<file path="config.mk">
export PLATFORM = sky130hd
export DESIGN_NAME = lsu_mem_ctrl
export DESIGN_NICKNAME = d
export VERILOG_FILES = /design/src/rtl/lsu_mem_ctrl.sv
export SDC_FILE = /design/constraint.sdc
export NUM_CORES = 1
export LEC_CHECK = 0
export BUFFER_PORTS_ARGS = -buffer_cell sky130_fd_sc_hd__buf_2
export CORE_AREA = 4 4 117 119
export CTS_CLUSTER_SIZE = 28
export DETAILED_ROUTE_END_ITERATION = 12
export DIE_AREA = 0 0 121 123
export PLACE_DENSITY = 0.85
export SYNTH_ARGS = -nofsm -noshare
export SYNTH_HDL_FRONTEND = slang
export SYNTH_SLANG_ARGS = --single-unit
</file>
<file path="constraint.sdc">
create_clock -name clk -period 3.4 [get_ports clk]
set_input_delay 0.51 -clock clk [delete_from_list [all_inputs] [get_ports clk]]
set_output_delay 0.51 -clock clk [all_outputs]
set_load 0.1 [all_outputs]
</file>
<file path="src/rtl/lsu_mem_ctrl.sv">
// Purpose: load/store unit between execute and data_mem. It issues word accesses and does byte/half extraction and read-modify-write.
// Latency: accept to resp_valid is 1 cycle for an error, 2 for SW, 3 for a load and 4 for SB/SH.
// Backpressure: one request in flight. req_ready is high only in IDLE, and req_* are ignored in every other state.
// Ports: clk/rst (sync, active-high); req_valid/req_ready/req_we/req_funct3/req_addr/req_wdata request side;
//        resp_valid/resp_rdata/resp_misalign/resp_oob single-cycle response; mem_* word-only data_mem port
//        (mem_rdata arrives the cycle after mem_re; mem_sb_op/mem_lb_op are tied low).
module lsu_mem_ctrl #(
  parameter int ADDR_W = 8
) (
  input  logic              clk,
  input  logic              rst,
  input  logic              req_valid,
  output logic              req_ready,
  input  logic              req_we,
  input  logic [2:0]        req_funct3,
  input  logic [31:0]       req_addr,
  input  logic [31:0]       req_wdata,
  output logic              resp_valid,
  output logic [31:0]       resp_rdata,
  output logic              resp_misalign,
  output logic              resp_oob,
  output logic [31:0]       mem_addr,
  output logic              mem_we,
  output logic              mem_re,
  output logic [31:0]       mem_wdata,
  input  logic [31:0]       mem_rdata,
  output logic              mem_sb_op,
  output logic              mem_lb_op
);

  typedef enum logic [2:0] {IDLE, RD, EXT, MERGE, WR, RESP} state_t;

  localparam logic [2:0] F3_B  = 3'b000;
  localparam logic [2:0] F3_H  = 3'b001;
  localparam logic [2:0] F3_W  = 3'b010;
  localparam logic [2:0] F3_BU = 3'b100;
  localparam logic [2:0] F3_HU = 3'b101;

  state_t            state;
  logic              we_q;
  logic [2:0]        f3_q;
  logic [ADDR_W+1:0] addr_q;
  logic [31:0]       wdata_q;
  logic [31:0]       wbuf;

  logic              acc_mis;
  logic              acc_oob;
  logic [7:0]        lane_b;
  logic [15:0]       lane_h;
  logic [31:0]       ext_data;
  logic [31:0]       merged;

  // Decode errors on the raw request. BU/HU have no store form, so a store
  // with either encoding counts as an illegal funct3.
  always_comb begin
    acc_mis = 1'b0;
    case (req_funct3)
      F3_B:         acc_mis = 1'b0;
      F3_H:         acc_mis = req_addr[0];
      F3_W:         acc_mis = |req_addr[1:0];
      F3_BU:        acc_mis = req_we;
      F3_HU:        acc_mis = req_we | req_addr[0];
      default:      acc_mis = 1'b1;
    endcase
    acc_oob = |req_addr[31:ADDR_W+2];
  end

  // Lane selection for both extraction and merge. Little-endian order: byte k is bits [8k+7:8k].
  always_comb begin
    lane_b = mem_rdata[{addr_q[1:0], 3'b000} +: 8];
    lane_h = addr_q[1] ? mem_rdata[31:16] : mem_rdata[15:0];
    case (f3_q)
      F3_B:    ext_data = {{24{lane_b[7]}}, lane_b};
      F3_BU:   ext_data = {24'h0, lane_b};
      F3_H:    ext_data = {{16{lane_h[15]}}, lane_h};
      F3_HU:   ext_data = {16'h0, lane_h};
      default: ext_data = mem_rdata;
    endcase
    merged = mem_rdata;
    if (f3_q[0]) merged[{addr_q[1], 4'b0000} +: 16] = wdata_q[15:0];
    else         merged[{addr_q[1:0], 3'b000} +: 8] = wdata_q[7:0];
  end

  assign req_ready = (state == IDLE);
  assign mem_addr  = {{(32-ADDR_W){1'b0}}, addr_q[ADDR_W+1:2]};
  assign mem_wdata = (f3_q == F3_W) ? wdata_q : wbuf;
  assign mem_sb_op = 1'b0;
  assign mem_lb_op = 1'b0;

  // The strobes and response flags default low every cycle, so each one is a single-cycle pulse.
  // A synchronous reset in any state drops straight to IDLE, so a pending WR never issues.
  always_ff @(posedge clk) begin
    if (rst) begin
      state         <= IDLE;
      we_q          <= 1'b0;
      f3_q          <= 3'b000;
      addr_q        <= '0;
      wdata_q       <= 32'h0;
      wbuf          <= 32'h0;
      mem_re        <= 1'b0;
      mem_we        <= 1'b0;
      resp_valid    <= 1'b0;
      resp_rdata    <= 32'h0;
      resp_misalign <= 1'b0;
      resp_oob      <= 1'b0;
    end else begin
      mem_re        <= 1'b0;
      mem_we        <= 1'b0;
      resp_valid    <= 1'b0;
      resp_misalign <= 1'b0;
      resp_oob      <= 1'b0;
      case (state)
        IDLE: begin
          if (req_valid) begin
            we_q       <= req_we;
            f3_q       <= req_funct3;
            addr_q     <= req_addr[ADDR_W+1:0];
            wdata_q    <= req_wdata;
            resp_rdata <= 32'h0;
            if (acc_mis || acc_oob) begin
              // Misalign wins, so at most one error flag is raised.
              state         <= RESP;
              resp_valid    <= 1'b1;
              resp_misalign <= acc_mis;
              resp_oob      <= ~acc_mis;
            end else if (req_we && req_funct3 == F3_W) begin
              state  <= WR;
              mem_we <= 1'b1;
            end else begin
              state  <= RD;
              mem_re <= 1'b1;
            end
          end
        end
        RD: state <= we_q ? MERGE : EXT;
        EXT: begin
          resp_rdata <= ext_data;
          resp_valid <= 1'b1;
          state      <= RESP;
        end
        MERGE: begin
          wbuf   <= merged;
          mem_we <= 1'b1;
          state  <= WR;
        end
        WR: begin
          resp_valid <= 1'b1;
          state      <= RESP;
        end
        RESP:    state <= IDLE;
        default: state <= IDLE;
      endcase
    end
  end

endmodule

</file>
# [Word-level counts from Yosys, hierarchy flattened]
# Cells that the tools add are included.
[word_totals] reg_bits=118 inputBits=103 elab_cells=72 output_inout_bits=104
[classes] shifts=5 reduce_logical=13 n_bitwise=5 muxes=22 n_eq_ne=13 addsub=2
[ops] operator="$pmux 32 s4" n=1
[ops] operator="$mux 32" n=3
[ops] operator="$bwmux 32" n=2
[ops] operator="$pmux 32 s2" n=1
[ops] operator="$shift 16x7->32 const A" n=1
[ops] operator="$shift 8x7->32 const A" n=1
[ops] operator="$shiftx 16x7->32" n=1
[ops] operator="$shiftx 32x6->8" n=1
[ops] operator="$shiftx 8x7->32" n=1
[ops] operator="$reduce_or 22->1" n=1
[ops] operator="$mux 16" n=1
[ops] operator="$eq 3x3->1 const B" n=5
[ops] operator="$neg 5->7" n=2
[ops] operator="$eq 3x2->1 const B" n=4
[ops] operator="$pmux 3 s4" n=1
[ops] operator="$eq 3x1->1 const B" n=3
[ops] operator="$logic_not 3->1" n=3
[ops] operator="$mux 3" n=3
[ops] operator="$reduce_or 4->1" n=2
[ops] operator="$mux 1" n=7
[ops] operator="$pmux 1 s5" n=1
[ops] operator="$not 1->1" n=4
[ops] operator="$pmux 1 s2" n=2
[ops] operator="$reduce_and 2->1" n=2
[ops] operator="6 further kinds" n=7

# [Longest topological paths before layout]
[depth] depth_word=6 ltp_mapped=9 ltp_nobuf=6

# [Worst setup path before layout]
# Ideal clock, no wire load.
[synth_timing] path_kind="register -> register" start="reg state[1]" end="reg mem_re" t_arrival_ps=3644 slack_ps=-340 n_path_buf=2 required_time_ps=3304 path_stages_with_launch=6 path_cell_list="dfxtp_1 -> clkbuf_1 -> nor3_1 -> nand2_1 -> clkbuf_1 -> nor4b_1"
[synth_via] elab_chain_cells=3
[synth_rtl] item="start, declared" line_no="39" rtl="state_t state;"
[synth_rtl] item="start signal, assigned" line_no="135" rtl="RD: state <= we_q ? MERGE : EXT;"
[synth_rtl] item="$logic_not 3->1"
[synth_rtl] item="via req_ready" line_no="13" rtl="output logic req_ready,"
[synth_rtl] item="$not 1->1 (no line)"
[synth_rtl] item="$reduce_or 4->1 (no line)"
[synth_rtl] item="end signal, assigned" line_no="100" rtl="mem_re <= 1'b0;"
[synth_rtl] item="end signal, assigned" line_no="107" rtl="mem_re <= 1'b0;"
[synth_rtl] item="end signal, assigned" line_no="131" rtl="mem_re <= 1'b1;"
[synth_rtl] item="end, declared" line_no="24" rtl="output logic mem_re,"
# The timed path passes the listed nets, and every way through them passes these cells.
# A chain may end at the register's enable or synchronous reset.

# [Worst setup path in the final report]
[layout_timing] start="reg f3_q[2]" end="out mem_wdata[8]"
[layout_via] elab_chain_cells=2
[layout_rtl] item="start, declared" line_no="41" rtl="logic [2:0] f3_q;"
[layout_rtl] item="start signal, assigned" line_no="116" rtl="f3_q <= req_funct3;"
[layout_rtl] item="$eq 3x2->1" line_no="86" rtl="assign mem_wdata = (f3_q == F3_W) ? wdata_q : wbuf;"
[layout_rtl] item="$mux 32" line_no="86"
[layout_rtl] item="end, declared" line_no="25" rtl="output logic [31:0] mem_wdata,"
# No other way between the ends.

==> out/results.tsv <==
stage	metric	value	unit
run_status	status	completed	
min_path	hp-class	in2reg	
clock_network	cts_tree	built	
synthesis	synth_cell_types	55	
pwr	p_leak	0.00317	uW
synthesis	syn_avg_cell_area	8.73	um^2
finish	syn_to_final_growth	22.5	%
critical_path	crit_fanout	32	
sta	fin_crit_sh	80.6	%
finish	insertedDiodeCount	0	
clock_network	numCtsBuffers	17	
die	initial_utilization	49.6	%
critical_path	worstSetupEndpointType	primary output	
drt	drt_wl_total	18800	um
global_route	grt.total_usage	24.7	%
sta	tns	0	ns
finish	drive_gt1_share	31.3	%
sta	rsz0062_at_grt	false	
finish	nets	962	
clock_network	post_cts_buffers	0	
pwr	total_power	4390	uW
die	die_h	123	um
synthesis	syn-cell-area	0.00623	mm^2
sta	finalHoldViolations	0	
synthesis	async_flop_share	0	%
die	rows	41	
synthesis	ys_ff_latch	118	
critical_path	cp.arrival	2.23	ns
clock_network	cts-root-buf	clkbuf_16	
drt	post_drt_wl_per_cell	18.1	um
synthesis	yosysTopAreaCell	dfxtp_1	
critical_path	crit_path_start_kind	flop	
sta	clock_skew	0.00522	ns
die	core_area	0.0126	mm^2
clock_network	clock_path_buffers	2	
clock_network	cts_hold_buffers	0	
synthesis	synth-main-ff-cell	dfxtp_1	
global_route	antenna_found_initial	1	
clock_network	clkTransAtPathRegs	0.05	ns
synthesis	ys_seq_area_share	37.9	%
critical_path	required	2.89	ns
die	dieArea	0.0149	mm^2
finish	final_area	0.00764	mm^2
pwr	worst_ir_drop_vdd	0.461	mV
sta	clock.fmax	0.365	GHz
drt	routed_via_density	5.76	
clock_network	cts.sinks	118	
placed_design	gp_congestion	0.878	
sta	setup_ws	0.659	ns
pwr	power_density	575	mW/mm^2
drt	drt_iter0_drc	520	
sta	finalSetupViolCount	0	
critical_path	crit_path_end	mem_wdata[8]	
drt	firstDrtPassIters	5	
critical_path	reg2reg_from	state[1]	
sta	final_max_slew_viol_count	0	
critical_path	reg2reg_to	resp_rdata[31]	
synthesis	yosysWarnings	0	
finish	final_common_cell	buf_2	
finish	fillCellCount	1130	
clock_network	h-tree-depth	4	
sta	min_period	2.74	ns
drt	drc_errors	0	
sta	whs	0.334	ns
global_route	grt_first_pass_wirelength	28800	um
placed_design	hpwlAfterDp	13600	um
global_route	grt.overflow.total	0	
critical_path	path_class	reg2out	
critical_path	regToRegSetupSlack	1.03	ns
die	ios	207	
critical_path	crit_path_start	f3_q[2]	
clock_network	clkLatencyLatePin	0.41	ns
drt	ant_nets	0	
clock_network	post_cts_resized	0	
placed_design	pre_cts_ws	1.03	ns
run	cap_viol_max_count	0	
global_route	grt_pass1_vias	5295	
die	die_w	121	um
placed_design	port-buffer-count	180	
synthesis	synthCells	714	
sta	maxSlewHeadroom	33.4	%
global_route	grt_max_degree	91	
synthesis	synth_edf_count	0	
synthesis	netlist.area_leader.share	37.9	%
synthesis	synthTopCellsByArea	dfxtp_1 38%, nand2_1 7.5%, a21oi_1 6.6%	
drt	route.vias.total	5981	
finish	final_cell_mix	180 x buf_2, 124 x nand2_1, 116 x dfxtp_1	
sta	tightest_slew	0.996	ns
critical_path	r2r_cells	4	
placed_design	placed_area	0.00703	mm^2
report_power, final:
part	total, uW	switching (uW)	internal, uW
clock	1830	640	1190
combinational	1010	751	261
sequential	1550	95.7	1460
how the worst min path moves through the flow:
stage	from	endpoint	slack (ns)	depth (start not counted)
after floorplan	wdata_q[16]	wdata_q[16]	0.43	2
after global placement	resp_rdata[1]	resp_rdata[1]	0.44	2
after detailed placement	wdata_q[17]	wdata_q[17]	0.44	2
after CTS	req_wdata[17]	wdata_q[17]	0.32	3
after global routing	req_wdata[22]	wdata_q[22]	0.32	3
final	req_wdata[19]	wdata_q[19]	0.33	3
flip-flops by register name, indices dropped and copies added (netlist names):
register	count
resp_valid	1
addr_q	10
state	3
resp_misalign	1
wdata_q	32
f3_q	3
we_q	1
wbuf	32
resp_oob	1
mem_we	1
resp_rdata	32
mem_re	1
area by class of cell:
| cell class | instances | area [um^2] | area share (%) |
|---|---|---|---|
| clock buffer | 20 | 457 | 5.98 |
| clock inverter | 12 | 151 | 1.98 |
| inverter | 8 | 30.0 | 0.393 |
| multi-input combinational | 517 | 3430 | 44.9 |
| sequential | 118 | 2360 | 31.0 |
| tap | 172 | 215 | 2.82 |
| timing repair buffer | 192 | 991 | 13.0 |
cells in the mapped netlist (2+ instances only):
cell type and count:
nand2_1 125, dfxtp_1 118, a21oi_1 82, buf_4 35, clkbuf_1 35, mux2_2 35
a221oi_1 33, mux2i_1 26, a211o_1 25, a221o_1 18, buf_2 16, nand2b_1 16
nor2_1 16, nor3_1 14, buf_1 9, o22ai_1 9, a32o_1 8, inv_1 8
nor2b_1 8, nor4_1 8, or3_1 6, a2111o_1 5, a211oi_1 5, ha_1 5
o2111ai_1 5, nor4bb_1 4, nor4b_1 3, o21ai_0 3, o2bb2ai_1 3, a21o_1 2
and2_1 2, mux4_2 2, nand3b_1 2, nor3b_1 2
cells by family after synthesis:
family                     synth area share (%)
and+or+nand+nor                            16.8
AOI/OAI and AO/OA                          24.1
DFF                                        37.9
buffers and inverters                      8.81
muxes                                      11.2
adders and majority gates                  1.00
other                                    0.0601
xor gates and xnor gates                  0.141
metrics by stage:
step / util [%] / std cells
2_1_floorplan: - / 739
6_report: 60.8 / 1039
3_5_place_dp: 55.9 / 1007
5_1_grt: 60.8 / 1039
4_1_cts: 60.8 / 1039
3_3_place_gp: 55.9 / 1007
worst max-delay path, stage by stage, from the launching register on:
cell     delay [ns]
dfxtp_1        0.45
nor3b_2        0.21
buf_4          0.43
mux2_2         0.42
buf_2          0.30
per-layer routing:
metal | share of wire, % | up-vias | GRT usage (%)
met5 | 0.069 | - | 0
met4 | 2.7 | 2 | 8.99
met3 | 9.0 | 39 | 6.54
met2 | 46 | 280 | 38.1
met1 | 42 | 2800 | 33.5
li1 | - | 2860 | -
Power figures use the tool's default switching activity.
